`src/rtl/vending_ctrl.sv`:
```
// ---------------------------------------------------------------------------
// vending_ctrl : parametrised coin-accumulating vending controller.
//
// Accepts three coin denominations, accumulates credit, dispenses when the
// credit reaches PRICE and returns change or a refund over a valid/ack
// handshake. All outputs are registered (Moore style).
//
// Optional feature macro: VEND_TIMEOUT_EN
//   defined   -> an inactivity counter forces a refund after TIMEOUT_CYC
//                consecutive COLLECT cycles without an accepted coin.
//   undefined -> COLLECT holds credit indefinitely.
//
// Ports:
//   clk          in   clock, rising edge
//   arstn        in   asynchronous active-low reset
//   coin_valid   in   coin presented this cycle
//   coin_sel     in   [1:0] denomination (2'b00 is invalid)
//   cancel       in   request refund of current credit (COLLECT only)
//   change_ack   in   change mechanism accepted change_amt
//   vend         out  one-cycle dispense pulse
//   coin_reject  out  one-cycle pulse, presented coin not accepted
//   change_valid out  change/refund pending
//   change_amt   out  [CW-1:0] change/refund value, 0 when change_valid=0
//   credit       out  [CW-1:0] current credit
//   busy         out  high in VEND or REFUND
// ---------------------------------------------------------------------------
module vending_ctrl #(
  parameter int CW          = 8,
  parameter int PRICE       = 15,
  parameter int COIN_A      = 5,
  parameter int COIN_B      = 10,
  parameter int COIN_C      = 25,
  parameter int TIMEOUT_CYC = 1000
) (
  input  logic          clk,
  input  logic          arstn,
  input  logic          coin_valid,
  input  logic [1:0]    coin_sel,
  input  logic          cancel,
  input  logic          change_ack,
  output logic          vend,
  output logic          coin_reject,
  output logic          change_valid,
  output logic [CW-1:0] change_amt,
  output logic [CW-1:0] credit,
  output logic          busy
);

  if (PRICE < 1 || PRICE > (1 << CW) - 1) begin : g_bad_price
    $error("vending_ctrl: PRICE out of range 1..2^CW-1");
  end
  if (COIN_A == 0 || COIN_B == 0 || COIN_C == 0) begin : g_bad_coin
    $error("vending_ctrl: coin values must be non-zero");
  end

  localparam logic [CW-1:0] PRICE_W = CW'(PRICE);

  typedef enum logic [1:0] {
    IDLE    = 2'd0,
    COLLECT = 2'd1,
    VEND    = 2'd2,
    REFUND  = 2'd3
  } state_t;

  state_t        state, state_nxt;
  logic [CW-1:0] credit_nxt;
  logic [CW:0]   sum;
  logic          accept;
  logic          reject_nxt;
  logic          tmo_hit;

  // Coin value widened to CW+1 bits so the credit sum can expose overflow.
  function automatic logic [CW:0] coin_value(input logic [1:0] sel);
    case (sel)
      2'b01:   coin_value = (CW+1)'(COIN_A);
      2'b10:   coin_value = (CW+1)'(COIN_B);
      2'b11:   coin_value = (CW+1)'(COIN_C);
      default: coin_value = '0;
    endcase
  endfunction

`ifdef VEND_TIMEOUT_EN
  if (TIMEOUT_CYC < 1) begin : g_bad_tmo
    $error("vending_ctrl: TIMEOUT_CYC must be at least 1");
  end

  localparam int TW = $clog2(TIMEOUT_CYC + 1);
  logic [TW-1:0] tmo_cnt;

  // The counter holds the number of COLLECT cycles already elapsed, so the
  // cycle in which it reads TIMEOUT_CYC-1 is the last one allowed.
  assign tmo_hit = (state == COLLECT) && (tmo_cnt == TW'(TIMEOUT_CYC - 1));

  always_ff @(posedge clk or negedge arstn) begin
    if (!arstn) begin
      tmo_cnt <= '0;
    end else if (state_nxt == COLLECT && (state != COLLECT || accept)) begin
      tmo_cnt <= '0;
    end else if (state == COLLECT) begin
      tmo_cnt <= tmo_cnt + 1'b1;
    end
  end
`else
  assign tmo_hit = 1'b0;
`endif

  always_comb begin
    state_nxt  = state;
    credit_nxt = credit;
    sum        = {1'b0, credit} + coin_value(coin_sel);
    accept     = coin_valid && (coin_sel != 2'b00) && !cancel && !sum[CW] &&
                 (state == IDLE || state == COLLECT);
    // Any presented coin that is not accepted is rejected, whatever the reason.
    reject_nxt = coin_valid && !accept;

    case (state)
      IDLE, COLLECT: begin
        if (accept) begin
          credit_nxt = sum[CW-1:0];
          state_nxt  = (sum[CW-1:0] >= PRICE_W) ? VEND : COLLECT;
        end else if (state == COLLECT && (cancel || tmo_hit)) begin
          state_nxt = REFUND;
        end
      end
      VEND: begin
        credit_nxt = credit - PRICE_W;
        state_nxt  = (credit_nxt != '0) ? REFUND : IDLE;
      end
      REFUND: begin
        if (change_ack) begin
          credit_nxt = '0;
          state_nxt  = IDLE;
        end
      end
      default: begin
        credit_nxt = '0;
        state_nxt  = IDLE;
      end
    endcase
  end

  // Outputs are registered from the next-state decode so they line up with
  // the state they describe.
  always_ff @(posedge clk or negedge arstn) begin
    if (!arstn) begin
      state        <= IDLE;
      credit       <= '0;
      vend         <= 1'b0;
      coin_reject  <= 1'b0;
      change_valid <= 1'b0;
      change_amt   <= '0;
      busy         <= 1'b0;
    end else begin
      state        <= state_nxt;
      credit       <= credit_nxt;
      vend         <= (state_nxt == VEND);
      coin_reject  <= reject_nxt;
      change_valid <= (state_nxt == REFUND);
      change_amt   <= (state_nxt == REFUND) ? credit_nxt : '0;
      busy         <= (state_nxt == VEND) || (state_nxt == REFUND);
    end
  end

endmodule

```
`config.mk`:
```
export PLATFORM = sky130hd
export DESIGN_NAME = vending_ctrl
export DESIGN_NICKNAME = d
export VERILOG_FILES = /design/src/rtl/vending_ctrl.sv
export SDC_FILE = /design/constraint.sdc
export NUM_CORES = 1
export LEC_CHECK = 0
export BUFFER_PORTS_ARGS = -buffer_cell sky130_fd_sc_hd__buf_2
export CAP_MARGIN = 20
export CORE_MARGIN = 1.5
export CORE_UTILIZATION = 50
export DETAILED_ROUTE_END_ITERATION = 8
export PLACE_DENSITY = 0.83
export SYNTH_ARGS = -nofsm -noshare
export SYNTH_HDL_FRONTEND = slang
export SYNTH_SLANG_ARGS = --single-unit
```
`constraint.sdc`:
```
create_clock -name clk -period 2.64 [get_ports clk]
set_input_delay 0.528 -clock clk [delete_from_list [all_inputs] [get_ports clk]]
set_output_delay 0.528 -clock clk [all_outputs]
set_load 0.02 [all_outputs]
```
## Word level (Yosys, flattened, before mapping)

Cells that the tools add are included.

| word-level totals | value |
|---|---|
| flip-flop bits (word level) | 22 |
| latch bits | 0 |
| bits in writable memories | 0 |
| ROM bits | 0 |
| input bits | 7 |
| output and inout port bits | 20 |
| word-level logic and storage cells | 44 |
| memories kept | 0 |

| operators by class | value |
|---|---|
| $add $sub $neg | 2 |
| multipliers | 0 |
| div/mod/pow operators | 0 |
| magnitude comparators | 1 |
| eq/ne operators | 8 |
| shift-type cells | 0 |
| mux-type cells | 11 |
| bitwise operators | 0 |
| reduce and logical (&&, ||, !) cells | 15 |

Operator list:

| kind | number |
|---|---|
| 8-bit two-way mux | 3 |
| 8-bit one-hot mux with 3 select lines | 1 |
| 5-bit one-hot mux with 3 select lines | 1 |
| 2-bit == test (second input constant) | 6 |
| 2-bit two-way mux | 5 |
| 8-bit by 9-bit adder with 9-bit output | 1 |
| 8-bit by 4-bit >= comparator with 1-bit output (second input constant) | 1 |
| 8-bit nonzero test | 1 |
| 8-bit by 4-bit subtractor with 8-bit output (second input constant) | 1 |
| 1-bit logical AND | 6 |
| 2-bit one-hot mux with 3 select lines | 1 |
| 2-bit by 1-bit == test with 1-bit output (second input constant) | 2 |
| 1-bit zero test | 3 |
| 2-bit zero test | 1 |
| 1-bit logical OR | 2 |
| 2-bit nonzero test | 1 |
| 2-bit OR reduction | 1 |

## Depth between registers and ports, before layout

Gate-level depths: netlist of the first run.

| depth | value |
|---|---|
| word-level depth | 10 |
| gate-level depth with buffers | 11 |
| depth with buffers taken out | 8 |

## Worst setup path after synthesis of the first run

OpenSTA, ideal clock, no wires.

| path | value |
|---|---|
| path type | input -> register |
| from | input port coin_sel[0] |
| to | register change_amt[2] |
| setup time | 122 ps |
| arrival time | 2756 ps |
| required time | 2518 ps |
| slack | -238 ps |
| stages | 10 |
| path buffers | 2 |
| cell sequence | and2_1 -> ha_1 -> buf_6 -> a21o_1 -> a31o_1 -> or3_1 -> a221o_1 -> o31ai_1 -> buf_4 -> nor3b_2 |

| on the way | value |
|---|---|
| longest elaborated chain between the ends | 10 |
| elaborated cells between the ends (all ways) | 19 |

RTL lines:

| what | RTL line | text |
|---|---|---|
| start, declared | 38 | `input logic [1:0] coin_sel,` |
| branches (longest 9 deep; another with 8-bit by 9-bit adder with 9-bit output) | n/a |  |
| 8-bit two-way mux * | 159 | `change_amt <= (state_nxt == REFUND) ? credit_nxt : '0;` |
| end signal, assigned | 159 |  |
| end, declared | 44 | `output logic [CW-1:0] change_amt,` |

Every way passes the cells marked *.

## Final worst setup path of the first run

| path | value |
|---|---|
| from | input port coin_sel[0] |
| to | register change_amt[4] |

The elaborated chain is that of the path after synthesis.

==> results.ini, run 1 <==
[run_status]
status = finished, violations left
failed_checks = setup timing

[layout]
finalNonFillerCells = 248
area_growth_pct = 33.2
layout-drive-gt1-share_pct = 42.3
nFillCells = 246
antenna_cells = 0
final_util_pct = 68.8
nets = 230

[synthesis]
ys_seq_area_share_pct = 35.5
ys_async_sr_fraction_pct = 100
yosysMostFrequentCell = dfrtp_1
syn_inst = 162
synthTopCellsByArea = dfrtp_1 35%, nor3b_2 6.5%, ha_1 4.8%
synth_area_per_cell_um2 = 9.58
synth_top_area_share_pct = 35.5
ys.warnings.count = 0
synth_nets = 176
syn_area_um2 = 1550
synthTopCellsByCount = 22 x dfrtp_1, 11 x nand2_1
ys_types = 50
synth_edf_count = 0
yosys.area.top_type = dfrtp_1
yosys_register_bits = 22
synth-main-ff-cell = dfrtp_1

[place]
place_inst = 240
dp_hpwl_um = 3200
numPortBuffers = 26
gp_congestion = 0.923

[min_path]
worst_hold_path_type = primary input to asynchronous set/reset pin

[die]
die_w_um = 58.7
die_area_um2 = 3450
die_y_um = 58.7
row_count = 20
io_pins = 27
core_um2 = 3000
start_util_pct = 51.7

[worst_setup_path]
crit_path_max_incr_delay_ns = 0.36
cp_slowest_cell = a221o_1
crit_path_end_kind = register
path_class = primary input to register
startpoint_type = primary input
path_cells = buf_2, nor2b_2, ha_1, a21o_1, and4_1, or3_1, a221o_1, o41a_1, buf_6, nor3b_4
worst_ep_arrival_time_ns = 2.90
cp_max_fo = 5
cp.required_ns = 2.88

[job]
cap_violations = 0

[power]
vdd_drop_max_v = 0.000875
p_leak_nw = 0.976
power.density_nw_per_um2 = 1250

[sta]
finalSetupViolCount = 3
maxSlewHeadroom_pct = 61.8
period_needed_ns = 2.66
rsz0062_at_grt = true
hold_violations = 0
fin_setup_tns_ns = -0.0394
setup_ws_ns = -0.0233
tightest_slew_ns = 0.573
period_share_pct = 101
max_freq_mhz = 375
fin_skew_ns = 0.0145
report.final.slew_viol_count = 0

[clocking]
cts_made_buffers = 3
cts_tree = done
clk_pin_slew_worst_paths_ns = 0.13
clockBufferDepth = 2
clock_latency_ns = 0.32
cts-root-buf = clkbuf_4
htreeDepth = 1
clock-sinks = 22

[global_route]
antenna_found_initial = 0
grt_pass1_wl_um = 6640
grt_pass1_vias = 1492
grt_max_degree = 23
overflow = 0
grt.total_usage_pct = 26.0

[drt]
wirelength_um = 4350
vias = 1542
drtAntennaViolNets = 0
dr.pass1.iters = 4
wl_per_cell_um = 17.6
drt-initial-drc-count = 88
drc = 0
via_per_inst = 6.22

repair_timing:
action | in CTS | in global routing
hold buffers | 0 | 0
gates resized for setup | 6 | 13
setup buffers | 1 | 1
endpoints found under the setup margin | 12 | 11
pin swaps | 3 | 3
cloned | 0 | 2
power breakdown:
group          internal [W]  switching [W]  leakage [nW]
Sequential         0.000469       0.000124         0.279
Combinational      0.000849       0.000978         0.683
Clock             0.0000592       0.000105        0.0150
metal layers:
metal / track usage, % / share of wire [%] / wire [µm] / vias to the layer above
met5: 0 / 0 / 0 / -
met4: 10.7 / 2.7 / 118 / 0
met3: 3.96 / 6.1 / 267 / 17
met2: 47.5 / 53 / 2290 / 72
met1: 30.1 / 39 / 1680 / 752
li1: - / - / - / 701
final cells by class:
class,count,area (µm²),area share (%)
timing repair buffer,62,409,19.8
tap,33,41.3,2.00
clock buffer,4,26.3,1.27
inverter,5,18.8,0.908
sequential,22,552,26.7
multi-input combinational,122,1020,49.3
per-stage QoR:
step                cell area [µm²]  worst slack, ns  power (W)  hold slack (ns)
floorplan                      1580           -0.101    0.00160            0.232
global placement               1920           -0.294    0.00213            0.507
detailed placement             1920           -0.380    0.00220            0.522
CTS                            1970          0.00956    0.00239            0.162
global route                   2070           -0.127    0.00274            0.187
finish                         2070          -0.0233    0.00258            0.149
state kept, by name, summed over array words and instances, names as in the netlist:
register and cells:
change_amt 8, state 2, coin_reject 1, busy 1, vend 1, change_valid 1, credit 8
path summary, 6_finish.rpt:
kind                            slack (ns)  cells past startpoint           startpoint                       to
worst max-delay path                 -0.02                     10          coin_sel[0]  change_amt[4]$_DFF_PN0_
worst min-delay path                  0.15                      1                arstn           busy$_DFF_PN0_
worst max register to register       -0.02                      9  credit[0]$_DFF_PN0_  change_amt[4]$_DFF_PN0_
worst min register to register        0.74                      2   state[1]$_DFF_PN0_      credit[0]$_DFF_PN0_
max in group asynchronous             2.12                      1                arstn      credit[0]$_DFF_PN0_
min in group clk                      0.44                      2           coin_valid    coin_reject$_DFF_PN0_
worst max-delay path, delay by kind of cell:
family,cells,cell delay [ns]
adder cells (fa/ha/maj),1,0.27
AND/OR/NAND/NOR,4,0.89
AO/OA/AOI/OAI,3,0.91
buffers and inverters,2,0.30
layout by cell type (no fill, tap or decap), drive strengths merged, types with 3 or more instances in the layout:
cell	synthesis	routed
a211oi	3	3
a21o	3	3
a21oi	8	8
and2	4	4
buf	5	62
clkbuf	8	4
dfrtp	22	22
ha	6	6
inv	5	5
mux2i	6	6
nand2	11	11
nand2b	4	4
nand3	3	3
nor2	7	7
nor2b	3	3
nor3	3	3
nor3b	11	11
o21ai	8	8
xnor2	3	3
xor2	4	4
cell families (layout without fill, tap and decap cells):
logic type / Yosys count / count (layout) / share of synthesized area [%]
buf+inv: 18 / 71 / 5.73
fa+ha+maj: 7 / 7 / 6.13
compound gates: 42 / 42 / 19.2
simple gates: 59 / 59 / 24.9
xor+xnor: 7 / 7 / 3.95
flops: 22 / 22 / 35.5
mux: 7 / 7 / 4.60
No activity file was read; power rests on OpenSTA's default activity.
==> run 2: changes to the inputs <==
--- a/config.mk
+++ b/config.mk
@@ -9,6 +9,7 @@
 export CAP_MARGIN = 20
 export CORE_MARGIN = 1.5
 export CORE_UTILIZATION = 50
+export CTS_BUF_LIST = sky130_fd_sc_hd__clkbuf_8 sky130_fd_sc_hd__clkbuf_16
 export DETAILED_ROUTE_END_ITERATION = 8
 export PLACE_DENSITY = 0.83
 export SYNTH_ARGS = -nofsm -noshare
==> run 2 against run 1 <==
Die area stayed put. Non-clock buffer count rose by 1. Sequential cell count stayed put. Routed wire length rose by 6.6%. Sequential power increased by 1%. Cell area grew 3.9%. Hold slack gained 0.061 ns. Clock skew is 0.0042 ns lower. Sequential share of layout area is 1.0 points lower. The flow still finishes with violations (setup timing).
==> results.ini, run 2 (synthesis gave the netlist of run 1 again) <==
[drt]
wirelength_um = 4640  ; +6.6%
via_per_inst = 6.26  ; +0.70%
drt-initial-drc-count = 74  ; -16%
drtAntennaViolNets = 0  ; unchanged
wl_met1_um = 1750  ; +4.2%
routed-wl-met3_um = 300  ; +12%
top_layer = met4
wl_per_cell_um = 18.6  ; +6.2%
wl_met2_um = 2450  ; +7.1%
dr.pass1.iters = 4  ; unchanged
drc = 0  ; unchanged
vias = 1559  ; +1.1%

[worst_setup_path]
cp_max_fo = 4  ; -1
crit_path_end_kind = register
worst_ep_arrival_time_ns = 2.86  ; -0.04 ns
cp.required_ns = 2.83  ; -0.05 ns
r2r_cells = 10  ; +1
r2r_start = credit[0]$_DFF_PN0_
regToRegSetupSlack_ns = -0.03  ; about the same
rr_endpoint = change_amt[4]$_DFF_PN0_
startpoint_type = register
path_class = register to register

[clocking]
htreeDepth = 1  ; unchanged
clock-sinks = 22  ; unchanged
clockBufferDepth = 2  ; unchanged
cts-root-buf = clkbuf_8
clock_latency_ns = 0.27  ; -0.05 ns
cts_tree = done
clk_pin_slew_worst_paths_ns = 0.08  ; -0.05 ns
cts_made_buffers = 3  ; unchanged

[die]
row_count = 20  ; unchanged
die_y_um = 58.7  ; unchanged
io_pins = 27  ; unchanged
core_um2 = 3000  ; unchanged
start_util_pct = 51.7  ; unchanged
die_area_um2 = 3450  ; unchanged
die_w_um = 58.7  ; unchanged

[sta]
period_needed_ns = 2.67  ; +0.0104 ns
finalSetupViolCount = 3  ; unchanged
report.final.slew_viol_count = 0  ; unchanged
rsz0062_at_grt = true
tightest_slew_ns = 0.563  ; -0.0102 ns
max_freq_mhz = 374  ; -0.39%
period_share_pct = 101  ; +0.39 points
fin_skew_ns = 0.0103  ; -0.00425 ns
hold_violations = 0  ; unchanged
maxSlewHeadroom_pct = 62.4  ; +0.68 points
setup_ws_ns = -0.0337  ; -0.0104 ns

[place]
placed_area_um2 = 1920  ; unchanged
numPortBuffers = 26  ; unchanged
dp_slack_ns = -0.380  ; unchanged
gp_congestion = 0.923  ; unchanged
dp_hpwl_um = 3200  ; unchanged

[run_status]
failed_checks = setup timing
status = finished, violations left

[layout]
reg.largest.list = change_amt: 8 flops, credit: 8 flops, state: 2 flops
nets = 231  ; +0.43%
final_common_cell = buf_4
layout-drive-gt1-share_pct = 44.4  ; +2.1 points
final_cell_mix = 32 x buf_4, 25 x buf_2, 21 x dfrtp_1
antenna_cells = 0  ; unchanged
area_growth_pct = 38.5
design_area_um2 = 2150  ; +3.9%
nFillCells = 227  ; -7.7%

[power]
power.density_nw_per_um2 = 1250  ; +0.21%
p_switching_w = 0.00125  ; +3.4%
internal_power_w = 0.00144  ; +4.8%
power.share.switching_pct = 46.4  ; -0.32 points
clkPwrFrac_pct = 8.1  ; +1.7 points
vdd_drop_max_v = 0.000881  ; +0.71%
seqPwrFrac_pct = 22.3  ; -0.6 points
p_leak_nw = 1.00  ; +2.5%
p_comb_share_pct = 69.6  ; -1.1 points

[global_route]
grt_pass1_vias = 1533  ; +2.7%
grt.total_usage_pct = 26.5  ; +0.51 points
overflow = 0  ; unchanged
grt_max_degree = 23  ; unchanged
grt_pass1_wl_um = 6820  ; +2.7%
antenna_found_initial = 0  ; unchanged

[min_path]
worst_hold_path_type = primary input to asynchronous set/reset pin

[job]
cap_violations = 0  ; unchanged

run 2: how the worst max path moves through the flow:
stage                         from  slack, ns                      end
2_1_floorplan          coin_sel[0]      -0.10  change_amt[0]$_DFF_PN0_
3_3_place_gp           coin_sel[0]      -0.29  change_amt[7]$_DFF_PN0_
3_5_place_dp           coin_sel[0]      -0.38  change_amt[7]$_DFF_PN0_
4_1_cts                coin_sel[1]      0.005  change_amt[7]$_DFF_PN0_
5_1_grt        credit[0]$_DFF_PN0_      -0.17  change_amt[4]$_DFF_PN0_
6_report       credit[0]$_DFF_PN0_      -0.03  change_amt[4]$_DFF_PN0_
run 2: repair_timing:
action	4_1_cts	5_1_grt
buffers inserted	1	2
gates resized for setup	7	22
endpoints found under the setup margin	13	15
pin swaps	1	7
hold endpoints to repair	0	0
cloned	1	1
hold buffers	0	0
run 2: layout make-up:
cell class	count	area, µm²	area share, %
multi-input cells	122	1060	49.3
flip-flops and latches	22	552	25.7
repair buffers	63	433	20.2
clock buffers	3	41.3	1.92
well taps	33	41.3	1.92
inverters	5	18.8	0.874
clock inverters	1	3.75	0.175
run 2: power by group through the flow:
stage	clock (W)	sequential (W)	combinational, W
after CTS	0.000223	0.000587	0.00166
after detailed placement	0	0.000592	0.00161
after floorplan	0	0.000701	0.000902
final	0.000217	0.000600	0.00187
after global placement	0	0.000586	0.00154
after global routing	0.000229	0.000610	0.00200
run 2: metal layers:
layer / track usage [%] / vias up
met3: 4.62 / 18
met5: 0 / -
li1: - / 701
met1: 29.8 / 759
met4: 11.0 / 0
met2: 49.0 / 81
run 2: worst max-delay path: stages (launching register included):
cell and delay (ns):
dfrtp_2 0.44, ha_4 0.18, fa_2 0.37, a211oi_4 0.29, buf_4 0.16, nor2_1 0.04
xor2_1 0.36, buf_4 0.19, nand2_1 0.06, a31oi_2 0.26, nor3b_4 0.23
run 2: through the flow:
step | power (W) | utilization, % | cells | setup TNS, ns | hold WS [ns]
finish | 0.00269 | 71.5 | 249 | -0.0494 | 0.211
global route | 0.00284 | 71.5 | 249 | -0.906 | 0.263
CTS | 0.00247 | 66.6 | 246 | 0 | 0.223
detailed placement | 0.00220 | 63.9 | 240 | -4.86 | 0.522
global placement | 0.00213 | 63.9 | 240 | -3.20 | 0.507
floorplan | 0.00160 | - | 162 | -0.794 | 0.232
==> run 3: changes to the inputs <==
--- a/config.mk
+++ b/config.mk
@@ -8,10 +8,11 @@
 export BUFFER_PORTS_ARGS = -buffer_cell sky130_fd_sc_hd__buf_2
 export CAP_MARGIN = 20
 export CORE_MARGIN = 1.5
-export CORE_UTILIZATION = 50
+export CORE_UTILIZATION = 55
 export CTS_BUF_LIST = sky130_fd_sc_hd__clkbuf_8 sky130_fd_sc_hd__clkbuf_16
 export DETAILED_ROUTE_END_ITERATION = 8
-export PLACE_DENSITY = 0.83
+export PLACE_DENSITY = 0.87
+export RECOVER_POWER = 50
 export SYNTH_ARGS = -nofsm -noshare
 export SYNTH_HDL_FRONTEND = slang
 export SYNTH_SLANG_ARGS = --single-unit
==> constraint.sdc (replaced) <==
create_clock -name clk -period 2.5 [get_ports clk]
set_input_delay 0.5 -clock clk [delete_from_list [all_inputs] [get_ports clk]]
set_output_delay 0.5 -clock clk [all_outputs]
set_load 0.02 [all_outputs]
==> run 3 against run 2 <==
The flow still finishes with violations (setup timing). Critical path depth fell by 1. Register-to-register slack got worse by 0.23 ns. First-iteration DRC count rose by 120%. Power rose by 14%. Final cell count rose by 2.4%. Sequential share of layout area fell by 0.83 points. Non-clock buffer count rose by 8. Global-route usage rose by 5.5 points. Combinational power rose by 17%. Via count rose by 6.3%. Setup slack got worse by 0.23 ns. Cell area rose by 3.3%. Largest cell class unchanged. Largest power group unchanged.
==> results.ini, run 3 (synthesis gave the netlist of run 1 again) <==
[sta]
rsz0062_at_grt = true
period_share_pct = 110  ; +9.1 points
fin_setup_tns_ns = -2.78  ; -2.73 ns
fin_skew_ns = 0.00207  ; -0.00821 ns
hold_violations = 0  ; unchanged
finalSetupViolCount = 17  ; +14
tightest_slew_ns = 1.21  ; +0.651 ns
max_freq_mhz = 362  ; -3.1%
setup_ws_ns = -0.259  ; -0.225 ns
whs_ns = 0.469  ; +0.258 ns
report.final.slew_viol_count = 0  ; unchanged
maxSlewHeadroom_pct = 19.0  ; -43 points
period_needed_ns = 2.76  ; +0.0851 ns

[layout]
nets = 239  ; +3.5%
area_growth_pct = 43.1
final_cell_mix = 40 x buf_4, 26 x buf_2, 21 x dfrtp_1
reg.largest.list = change_amt: 8 flops, credit: 8 flops, state: 2 flops
layout-drive-gt1-share_pct = 47.8  ; +3.3 points
final_common_cell = buf_4
final_util_pct = 81.9  ; +10 points
antenna_cells = 0  ; unchanged
finalNonFillerCells = 255  ; +2.4%

[clocking]
cts_tree = done
cts-root-buf = clkbuf_8
clk_pin_slew_worst_paths_ns = 0.08  ; about the same
cts_made_buffers = 3  ; unchanged
clock-sinks = 22  ; unchanged
cts_hold_buf = 0  ; unchanged
htreeDepth = 1  ; unchanged
clock_latency_ns = 0.26  ; about the same
clockBufferDepth = 2  ; unchanged

[min_path]
worst_hold_path_type = primary input to asynchronous set/reset pin

[drt]
via_per_inst = 6.50  ; +3.8%
drc = 0  ; unchanged
vias = 1657  ; +6.3%
drtAntennaViolNets = 0  ; unchanged
wirelength_um = 5180  ; +12%
wl_per_cell_um = 20.3  ; +9.0%
drt-initial-drc-count = 165  ; +120%
dr.pass1.iters = 5  ; +1

[run_status]
failed_checks = setup timing
status = finished, violations left

[place]
numPortBuffers = 26  ; unchanged
place_inst = 243  ; +1.3%
dp_slack_ns = -0.503  ; -0.123 ns
gp_congestion = 0.881  ; -4.6%
dp_hpwl_um = 3320  ; +3.7%

[worst_setup_path]
cp_max_fo = 5  ; +1
path_cells = ha_4, fa_2, a211oi_4, o31ai_4, xor2_1, a221o_1, o41a_1, buf_6, nor3b_2
cp_slowest_cell = dfrtp_2
worst_ep_arrival_time_ns = 2.94  ; +0.08 ns
startpoint_type = register
crit_path_end_kind = register
crit_path_max_incr_delay_ns = 0.43  ; about the same
cp.required_ns = 2.68  ; -0.15 ns
crit_buf_inv = 1  ; -1
crit_family = compound AO/OA/AOI/OAI gates
path_class = register to register

[global_route]
grt_pass1_vias = 1605  ; +4.7%
overflow = 0  ; unchanged
grt_max_degree = 23  ; unchanged
antenna_found_initial = 0  ; unchanged
grt_pass1_wl_um = 7690  ; +13%
grt.total_usage_pct = 31.9  ; +5.5 points

[die]
die_w_um = 56.1  ; -4.4%
io_pins = 27  ; unchanged
die_area_um2 = 3150  ; -8.6%
row_count = 19  ; -5.0%
die_y_um = 56.1  ; -4.4%
core_um2 = 2710  ; -9.7%
start_util_pct = 57.2  ; +5.6 points

[job]
cap_violations = 0  ; unchanged

[power]
p_leak_nw = 1.05  ; +4.6%
power.density_nw_per_um2 = 1380  ; +10%
vdd_drop_max_v = 0.00128  ; +45%

-- run 3: layout make-up --
| class | instances | area, µm² |
|---|---|---|
| fillers | 161 | 490 |
| multi-input cells | 122 | 1080 |
| clock buffers | 4 | 55.1 |
| inverters | 5 | 18.8 |
| well taps | 31 | 38.8 |
| repair buffers | 71 | 479 |
| flip-flops and latches | 22 | 552 |
-- run 3: timing repair --
item	4_1_cts	5_1_grt
setup endpoints to repair	18	20
setup buffers	4	2
pin swaps	5	5
gates cloned	2	0
resized for setup	15	15
-- run 3: through the flow --
step | instance area, µm² | power [W]
CTS | 2120 | 0.00283
global placement | 1950 | 0.00231
global route | 2220 | 0.00321
floorplan | 1580 | 0.00169
finish | 2220 | 0.00306
detailed placement | 1950 | 0.00239
-- run 3: power breakdown --
| part | switching [W] | internal (W) | leakage (nW) |
|---|---|---|---|
| Sequential | 0.000123 | 0.000496 | 0.279 |
| Combinational | 0.00118 | 0.00101 | 0.740 |
| Clock | 0.000111 | 0.000140 | 0.0288 |
-- run 3: path summary, 6_finish.rpt --
kind	start	end	slack (ns)	depth (start not counted)
hold / removal	arstn	change_amt[1]$_DFF_PN0_	0.47	1
setup / recovery	credit[0]$_DFF_PN0_	change_amt[2]$_DFF_PN0_	-0.26	9
max in group asynchronous	arstn	credit[0]$_DFF_PN0_	1.23	1
min in group clk	coin_valid	coin_reject$_DFF_PN0_	0.53	2
setup reg to reg	credit[0]$_DFF_PN0_	change_amt[2]$_DFF_PN0_	-0.26	9
hold reg to reg	credit[7]$_DFF_PN0_	credit[7]$_DFF_PN0_	0.77	2
-- run 3: layer usage --
metal | up-vias | GRT usage, % | share of wire (%)
li1 | 716 | - | -
met3 | 30 | 4.65 | 9.1
met2 | 120 | 56.3 | 52
met5 | - | 0 | 0
met1 | 791 | 36.8 | 35
met4 | 0 | 17.7 | 4.6
